## src/rtl/morse_codec.sv

```systemverilog
// Morse encoder (enc_* -> tone) and decoder (key -> dec_*) sharing one unit counter; mode is sampled in IDLE.
// Key path has 2 cycles of sync latency, plus DB_CYCLES more when MORSE_DEBOUNCE_EN is defined; enc_ready is low while busy.
module morse_codec #(
    parameter int UNIT      = 25000000,
    parameter int MAX_LEN   = 5,
    parameter int DB_CYCLES = 500000
) (
    input  logic               clk,
    input  logic               rst,
    input  logic               mode,
    input  logic               enc_valid,
    output logic               enc_ready,
    input  logic [2:0]         enc_len,
    input  logic [MAX_LEN-1:0] enc_bits,
    output logic               tone,
    input  logic               key,
    output logic               dec_valid,
    output logic [2:0]         dec_len,
    output logic [MAX_LEN-1:0] dec_bits,
    output logic               dec_err,
    output logic               busy
);
    localparam int            CW   = $clog2(7*UNIT+1);
    localparam logic [CW-1:0] C1M  = CW'(UNIT-1);
    localparam logic [CW-1:0] C2   = CW'(2*UNIT);
    localparam logic [CW-1:0] C3M  = CW'(3*UNIT-1);
    localparam logic [CW-1:0] C7   = CW'(7*UNIT);
    localparam logic [CW-1:0] C7M  = CW'(7*UNIT-1);
    localparam logic [2:0]    LMAX = 3'(MAX_LEN);

    typedef enum logic [2:0] {IDLE, E_MARK, E_GAP, E_LGAP, D_PRESS, D_GAP} state_t;

    state_t             state_q, state_d;
    logic [CW-1:0]      cnt_q, cnt_d;
    logic [2:0]         idx_q, idx_d;
    logic [2:0]         len_q, len_d;
    logic [MAX_LEN-1:0] bits_q, bits_d;
    logic               err_q, err_d;
    logic               dv_q, dv_d;
    logic               de_q, de_d;
    logic [2:0]         dlen_q, dlen_d;
    logic [MAX_LEN-1:0] dbits_q, dbits_d;
    logic               ks1_q, ks2_q;
    logic               key_s;

`ifdef MORSE_DEBOUNCE_EN
    localparam int DBW = $clog2(DB_CYCLES+1);
    logic [DBW-1:0] db_cnt_q;
    logic           db_q;

    // Output follows the synchronised key only after it has disagreed for DB_CYCLES samples in a row.
    always_ff @(posedge clk) begin
        if (rst) begin
            db_cnt_q <= '0;
            db_q     <= 1'b0;
        end else if (ks2_q == db_q) begin
            db_cnt_q <= '0;
        end else if (db_cnt_q == DBW'(DB_CYCLES-1)) begin
            db_q     <= ks2_q;
            db_cnt_q <= '0;
        end else begin
            db_cnt_q <= db_cnt_q + DBW'(1);
        end
    end
    assign key_s = db_q;
`else
    assign key_s = ks2_q;
`endif

    always_comb begin
        state_d = state_q;
        cnt_d   = cnt_q;
        idx_d   = idx_q;
        len_d   = len_q;
        bits_d  = bits_q;
        err_d   = err_q;
        dv_d    = 1'b0;
        de_d    = 1'b0;
        dlen_d  = dlen_q;
        dbits_d = dbits_q;
        case (state_q)
            IDLE: begin
                cnt_d = '0;
                idx_d = '0;
                if (mode) begin
                    if (enc_valid && enc_len != 3'd0 && enc_len <= LMAX) begin
                        len_d   = enc_len;
                        bits_d  = enc_bits;
                        state_d = E_MARK;
                    end
                end else if (key_s) begin
                    // The cycle seen here is the first pressed cycle, so counting starts at 1.
                    cnt_d   = CW'(1);
                    bits_d  = '0;
                    err_d   = 1'b0;
                    state_d = D_PRESS;
                end
            end
            E_MARK: begin
                if (cnt_q == (bits_q[0] ? C3M : C1M)) begin
                    cnt_d   = '0;
                    state_d = (idx_q + 3'd1 < len_q) ? E_GAP : E_LGAP;
                end else begin
                    cnt_d = cnt_q + CW'(1);
                end
            end
            E_GAP: begin
                if (cnt_q == C1M) begin
                    cnt_d   = '0;
                    idx_d   = idx_q + 3'd1;
                    bits_d  = bits_q >> 1;
                    state_d = E_MARK;
                end else begin
                    cnt_d = cnt_q + CW'(1);
                end
            end
            E_LGAP: begin
                if (cnt_q == C3M) begin
                    cnt_d   = '0;
                    state_d = IDLE;
                end else begin
                    cnt_d = cnt_q + CW'(1);
                end
            end
            D_PRESS: begin
                if (key_s) begin
                    if (cnt_q >= C7M) begin
                        cnt_d = C7;
                        err_d = 1'b1;
                    end else begin
                        cnt_d = cnt_q + CW'(1);
                    end
                end else begin
                    // A saturated press is already an error and is not appended.
                    if (cnt_q != C7) begin
                        if (idx_q == LMAX) begin
                            err_d = 1'b1;
                        end else begin
                            bits_d = bits_q | (MAX_LEN'(cnt_q >= C2) << idx_q);
                            idx_d  = idx_q + 3'd1;
                        end
                    end
                    cnt_d   = CW'(1);
                    state_d = D_GAP;
                end
            end
            D_GAP: begin
                if (key_s) begin
                    cnt_d   = CW'(1);
                    state_d = D_PRESS;
                end else if (cnt_q == C3M) begin
                    if (!err_q && idx_q <= LMAX) begin
                        dv_d    = 1'b1;
                        dlen_d  = idx_q;
                        dbits_d = bits_q;
                    end else begin
                        de_d = 1'b1;
                    end
                    cnt_d   = '0;
                    state_d = IDLE;
                end else begin
                    cnt_d = cnt_q + CW'(1);
                end
            end
            default: state_d = IDLE;
        endcase
    end

    always_ff @(posedge clk) begin
        if (rst) begin
            state_q <= IDLE;
            cnt_q   <= '0;
            idx_q   <= '0;
            len_q   <= '0;
            bits_q  <= '0;
            err_q   <= 1'b0;
            dv_q    <= 1'b0;
            de_q    <= 1'b0;
            dlen_q  <= '0;
            dbits_q <= '0;
            ks1_q   <= 1'b0;
            ks2_q   <= 1'b0;
        end else begin
            state_q <= state_d;
            cnt_q   <= cnt_d;
            idx_q   <= idx_d;
            len_q   <= len_d;
            bits_q  <= bits_d;
            err_q   <= err_d;
            dv_q    <= dv_d;
            de_q    <= de_d;
            dlen_q  <= dlen_d;
            dbits_q <= dbits_d;
            ks1_q   <= key;
            ks2_q   <= ks1_q;
        end
    end

    assign tone      = (state_q == E_MARK);
    assign busy      = (state_q != IDLE);
    assign enc_ready = (state_q == IDLE) && mode;
    assign dec_valid = dv_q;
    assign dec_err   = de_q;
    assign dec_len   = dlen_q;
    assign dec_bits  = dbits_q;
endmodule

```

## config.mk

```make
export PLATFORM = sky130hd
export DESIGN_NAME = morse_codec
export DESIGN_NICKNAME = d
export VERILOG_FILES = /design/src/rtl/morse_codec.sv
export SDC_FILE = /design/constraint.sdc
export NUM_CORES = 1
export LEC_CHECK = 0
export BUFFER_PORTS_ARGS = -buffer_cell sky130_fd_sc_hd__buf_2
export CAP_MARGIN = 5
export CELL_PAD_IN_SITES_DETAIL_PLACEMENT = 0
export CELL_PAD_IN_SITES_GLOBAL_PLACEMENT = 2
export CORE_UTILIZATION = 36
export DETAILED_ROUTE_END_ITERATION = 7
export GPL_TIMING_DRIVEN = 0
export PLACE_DENSITY = 0.8
export SLEW_MARGIN = 20
export SYNTH_ARGS = -nofsm -noshare
export SYNTH_HDL_FRONTEND = slang
export SYNTH_SLANG_ARGS = --single-unit
```

## constraint.sdc

```tcl
create_clock -name clk -period 3.29 [get_ports clk]
set_input_delay 0.658 -clock clk [delete_from_list [all_inputs] [get_ports clk]]
set_output_delay 0.658 -clock clk [all_outputs]
set_load 0.02 [all_outputs]
```

==> impl_metrics.tcl <==
set metrics [dict create \
    layout.filler_cells 1075 \
    clockBufferDepth 2 \
    slowest_cp_cell "sky130_fd_sc_hd__nor4_4" \
    totalWireLength_um 11400 \
    yosysUniqueCellTypes 66 \
    areaGrowthSynthToFinish_pct 11.2 \
    yosysSeqAreaShare 0.303 \
    globalplace.congestion 0.849 \
    largest_net_degree_at_the_start_of_global_routing 19 \
    die_height_um 102 \
    worstSetupStartpointType "register" \
    post-cts-setup-buffers 0 \
    report.final.hold_viol_count 0 \
    unrepaired_setup_endpoints_after_global_routing "false" \
    power.clock.fraction 0.213 \
    finClkSkew_ns 0.00862 \
    drt-initial-drc-count 266 \
    rows 36 \
    final-max-slew-violation-count 0 \
    boundaryPins 26 \
    timing.reg2reg.worst_path_depth 8 \
    layout.core_utilization 0.413 \
    die_area_mm2 0.0105 \
    netSwitchingFraction 0.417 \
    seqPwrFrac 0.404 \
    cap_violations 0 \
    power.density_cell_area_mw_per_mm2 466 \
    finalCritPeriodShare 0.909 \
    dominant_combinational_cell_family_by_area_after_synthesis "simple AND/OR/NAND/NOR gates" \
    ctsHoldBuffers 0 \
    htree_levels 2 \
    total_switching_power_uw 786 \
    clk-insertion-delay-late_ns 0.32 \
    finalSetupViolations 0 \
    multi_input_area_mm2 0.00236 \
    share_comb_of_total_power 0.383 \
    critical_path.cell_chain "clkbuf_1, nand2_1, or2_1, nor4_4, nand4_1, a31o_1, a211oi_1, a21oi_1" \
    slew_headroom 0.310 \
    highest-signal-layer "met4" \
    worst-endpoint-arrival_ns 3.18 \
    starting_density_of_the_core 0.372 \
    wl_met2_um 4700 \
    crit_path_max_incr_delay_ns 0.54 \
    synth_simple_gate_area_share 0.349 \
    final_nets 530 \
    grt_util_all_layers 0.226 \
    p_int_mw 1.10 \
    layout_common_cells "55 x sky130_fd_sc_hd__dfxtp_1, 49 x sky130_fd_sc_hd__nor2_1, 46 x sky130_fd_sc_hd__nand2_1" \
    tritoncts.num_buffers 5 \
    dp_hpwl_um 8580 \
    clock_tree.root_cell "sky130_fd_sc_hd__clkbuf_8" \
    critical_path.top_delay_family "simple AND/OR/NAND/NOR gates" \
    synth_compound_gate_area_share 0.212 \
    ir_drop_mv 0.331 \
    cp.required_ns 3.48 \
    vias 3747 \
    cts_tree "yes" \
    antenna_found_initial 0 \
    critical_path.n_buffers_inverters 1 \
    min_path_cells 1 \
    stdcell_count 644 \
    path_depth 8 \
    detail_route.wl_per_cell_um 17.7 \
    totalNegativeSetupSlack_ns 0 \
    setup.worst_path.class "register to register" \
    gr-total-overflow 0 \
    drc 0 \
    most_frequent_standard_cell_in_the_layout_excluding_fill_and_tap_cells "sky130_fd_sc_hd__dfxtp_1" \
    crit_path_end_kind "register" \
    metal_1_wl_um 5670 \
    design.core.area_mm2 0.00977 \
    asyncSetResetFlopFracSynth 0 \
    fin_crit_ns 2.99 \
    regArea_mm2 0.00110 \
    drt-pass1-iter-count 4 \
    grt_first_pass_wirelength_um 17900 \
    first_global_vias 3271 \
    cts_repair_resize_count 0 \
    antenna_violating_nets_post_route 0 \
    max_freq_mhz 334 \
    die_w_um 102 \
    timing.critical_path.fanout_max 10 \
    synth_mux_area_frac 0.0499 \
    worstHoldPathType "register to register" \
    post_drt_via_cell_ratio 5.82 \
    synth_adder_area_share 0.0241 \
    syn_nets 499 \
    ys.warnings.count 0 \
    clock_sinks 55 \
    run_status "finished clean" \
    numPortBuffers 24 \
    synth-xor-area-share 0.00723 \
    num_antenna_cells 0 \
    post_place_cells 636 \
    cts.clk_slew.worst_paths_ns 0.11 \
    routed-wl-met3_um 712 \
    fraction_of_final_layout_cells_with_drive_strength_greater_than_1 0.112 \
    worst-slew-pin-transition_ns 1.03 \
    synth-edff-count 0 \
    synthesis.area_per_instance_um2 7.59 \
    synthCells 479 \
    synth.ff_latch_count 55 \
    post_synth_design_cell_area_mm2 0.00363 \
    ys_dominant_reg_cell "sky130_fd_sc_hd__dfxtp_1" \
    power_leakage_nw 1.40 \
]
==> logic make-up after synthesis <==
family	Yosys count
mux	18
simple gates	234
xor+xnor	3
flops	55
buf+inv	49
compound gates	113
fa+ha+maj	7
==> state kept, by name (all words and copies together), names as in the netlist <==
register	count
dec_valid	1
err_q	1
state_q	3
idx_q	3
cnt_q	28
key_s	1
bits_q	5
dec_len	3
ks1_q	1
dec_err	1
dec_bits	5
len_q	3
==> power groups by stage <==
stage	clock network [mW]	registers (mW)	logic, mW
finish	0.402	0.761	0.720
global route	0.448	0.769	0.794
CTS	0.418	0.761	0.712
detailed placement	0	0.777	0.710
global placement	0	0.776	0.711
floorplan	0	0.755	0.521
==> metal layers <==
layer	global-route usage	up-vias
li1	-	1838
met1	0.341	1763
met2	0.306	123
met3	0.0479	23
met4	0.0835	0
met5	0	-
==> per-stage QoR <==
step	setup WS [ns]	total power, mW	hold slack, ns	instance area [um^2]
after floorplan	0.854	1.28	0.414	3630
after global placement	0.198	1.49	0.420	3920
after detailed placement	0.227	1.49	0.435	3920
after CTS	0.157	1.89	0.460	4010
after global routing	0.0686	2.01	0.470	4040
final	0.298	1.88	0.453	4040
==> worst reg2reg max path, cell delays in order, from the launching register on <==
cell,delay (ns)
sky130_fd_sc_hd__dfxtp_1,0.32
sky130_fd_sc_hd__clkbuf_1,0.41
sky130_fd_sc_hd__nand2_1,0.29
sky130_fd_sc_hd__or2_1,0.34
sky130_fd_sc_hd__nor4_4,0.54
sky130_fd_sc_hd__nand4_1,0.32
sky130_fd_sc_hd__a31o_1,0.30
sky130_fd_sc_hd__a211oi_1,0.24
sky130_fd_sc_hd__a21oi_1,0.10
==> layout make-up <==
cell class | instances | share of cell area
Clock buffer | 5 | 0.0170
Inverter | 14 | 0.0130
Multi-Input combinational cell | 375 | 0.584
Sequential cell | 55 | 0.273
Timing Repair Buffer | 24 | 0.0297
Clock inverter | 3 | 0.00557
Buffer | 35 | 0.0369
Tap cell | 133 | 0.0412
==> synthesized netlist by cell type (all sizes together) (4+ instances only) <==
cell type   n  share of area
a211oi      5          0.012
a21o        4         0.0083
a21oi      24          0.033
a22oi       4         0.0083
a31oi       9          0.017
a41oi       5          0.012
and2        6          0.010
and3        5         0.0086
buf         8          0.013
clkbuf     27          0.028
dfxtp      55           0.30
ha          7          0.024
inv        14          0.014
mux2i      17          0.047
nand2      46          0.048
nand2b      6          0.010
nand3      36          0.050
nand4      14          0.024
nor2       49          0.051
nor2b       8          0.014
nor3       15          0.021
nor3b       7          0.017
nor4       16          0.043
o21a        4         0.0083
o21ai      26          0.036
o22ai       4         0.0069
or2         7          0.012
or3         7          0.012
==> worst paths after layout <==
check                         from                     end  slack, ns
max          cnt_q[7]$_SDFFE_PP0P_  cnt_q[27]$_SDFFE_PP0P_       0.30
min               ks1_q$_SDFF_PP0_        key_s$_SDFF_PP0_       0.45
max reg2reg  cnt_q[7]$_SDFFE_PP0P_  cnt_q[27]$_SDFFE_PP0P_       0.30
min reg2reg       ks1_q$_SDFF_PP0_        key_s$_SDFF_PP0_       0.45
No activity file was read; power rests on OpenSTA's default activity.
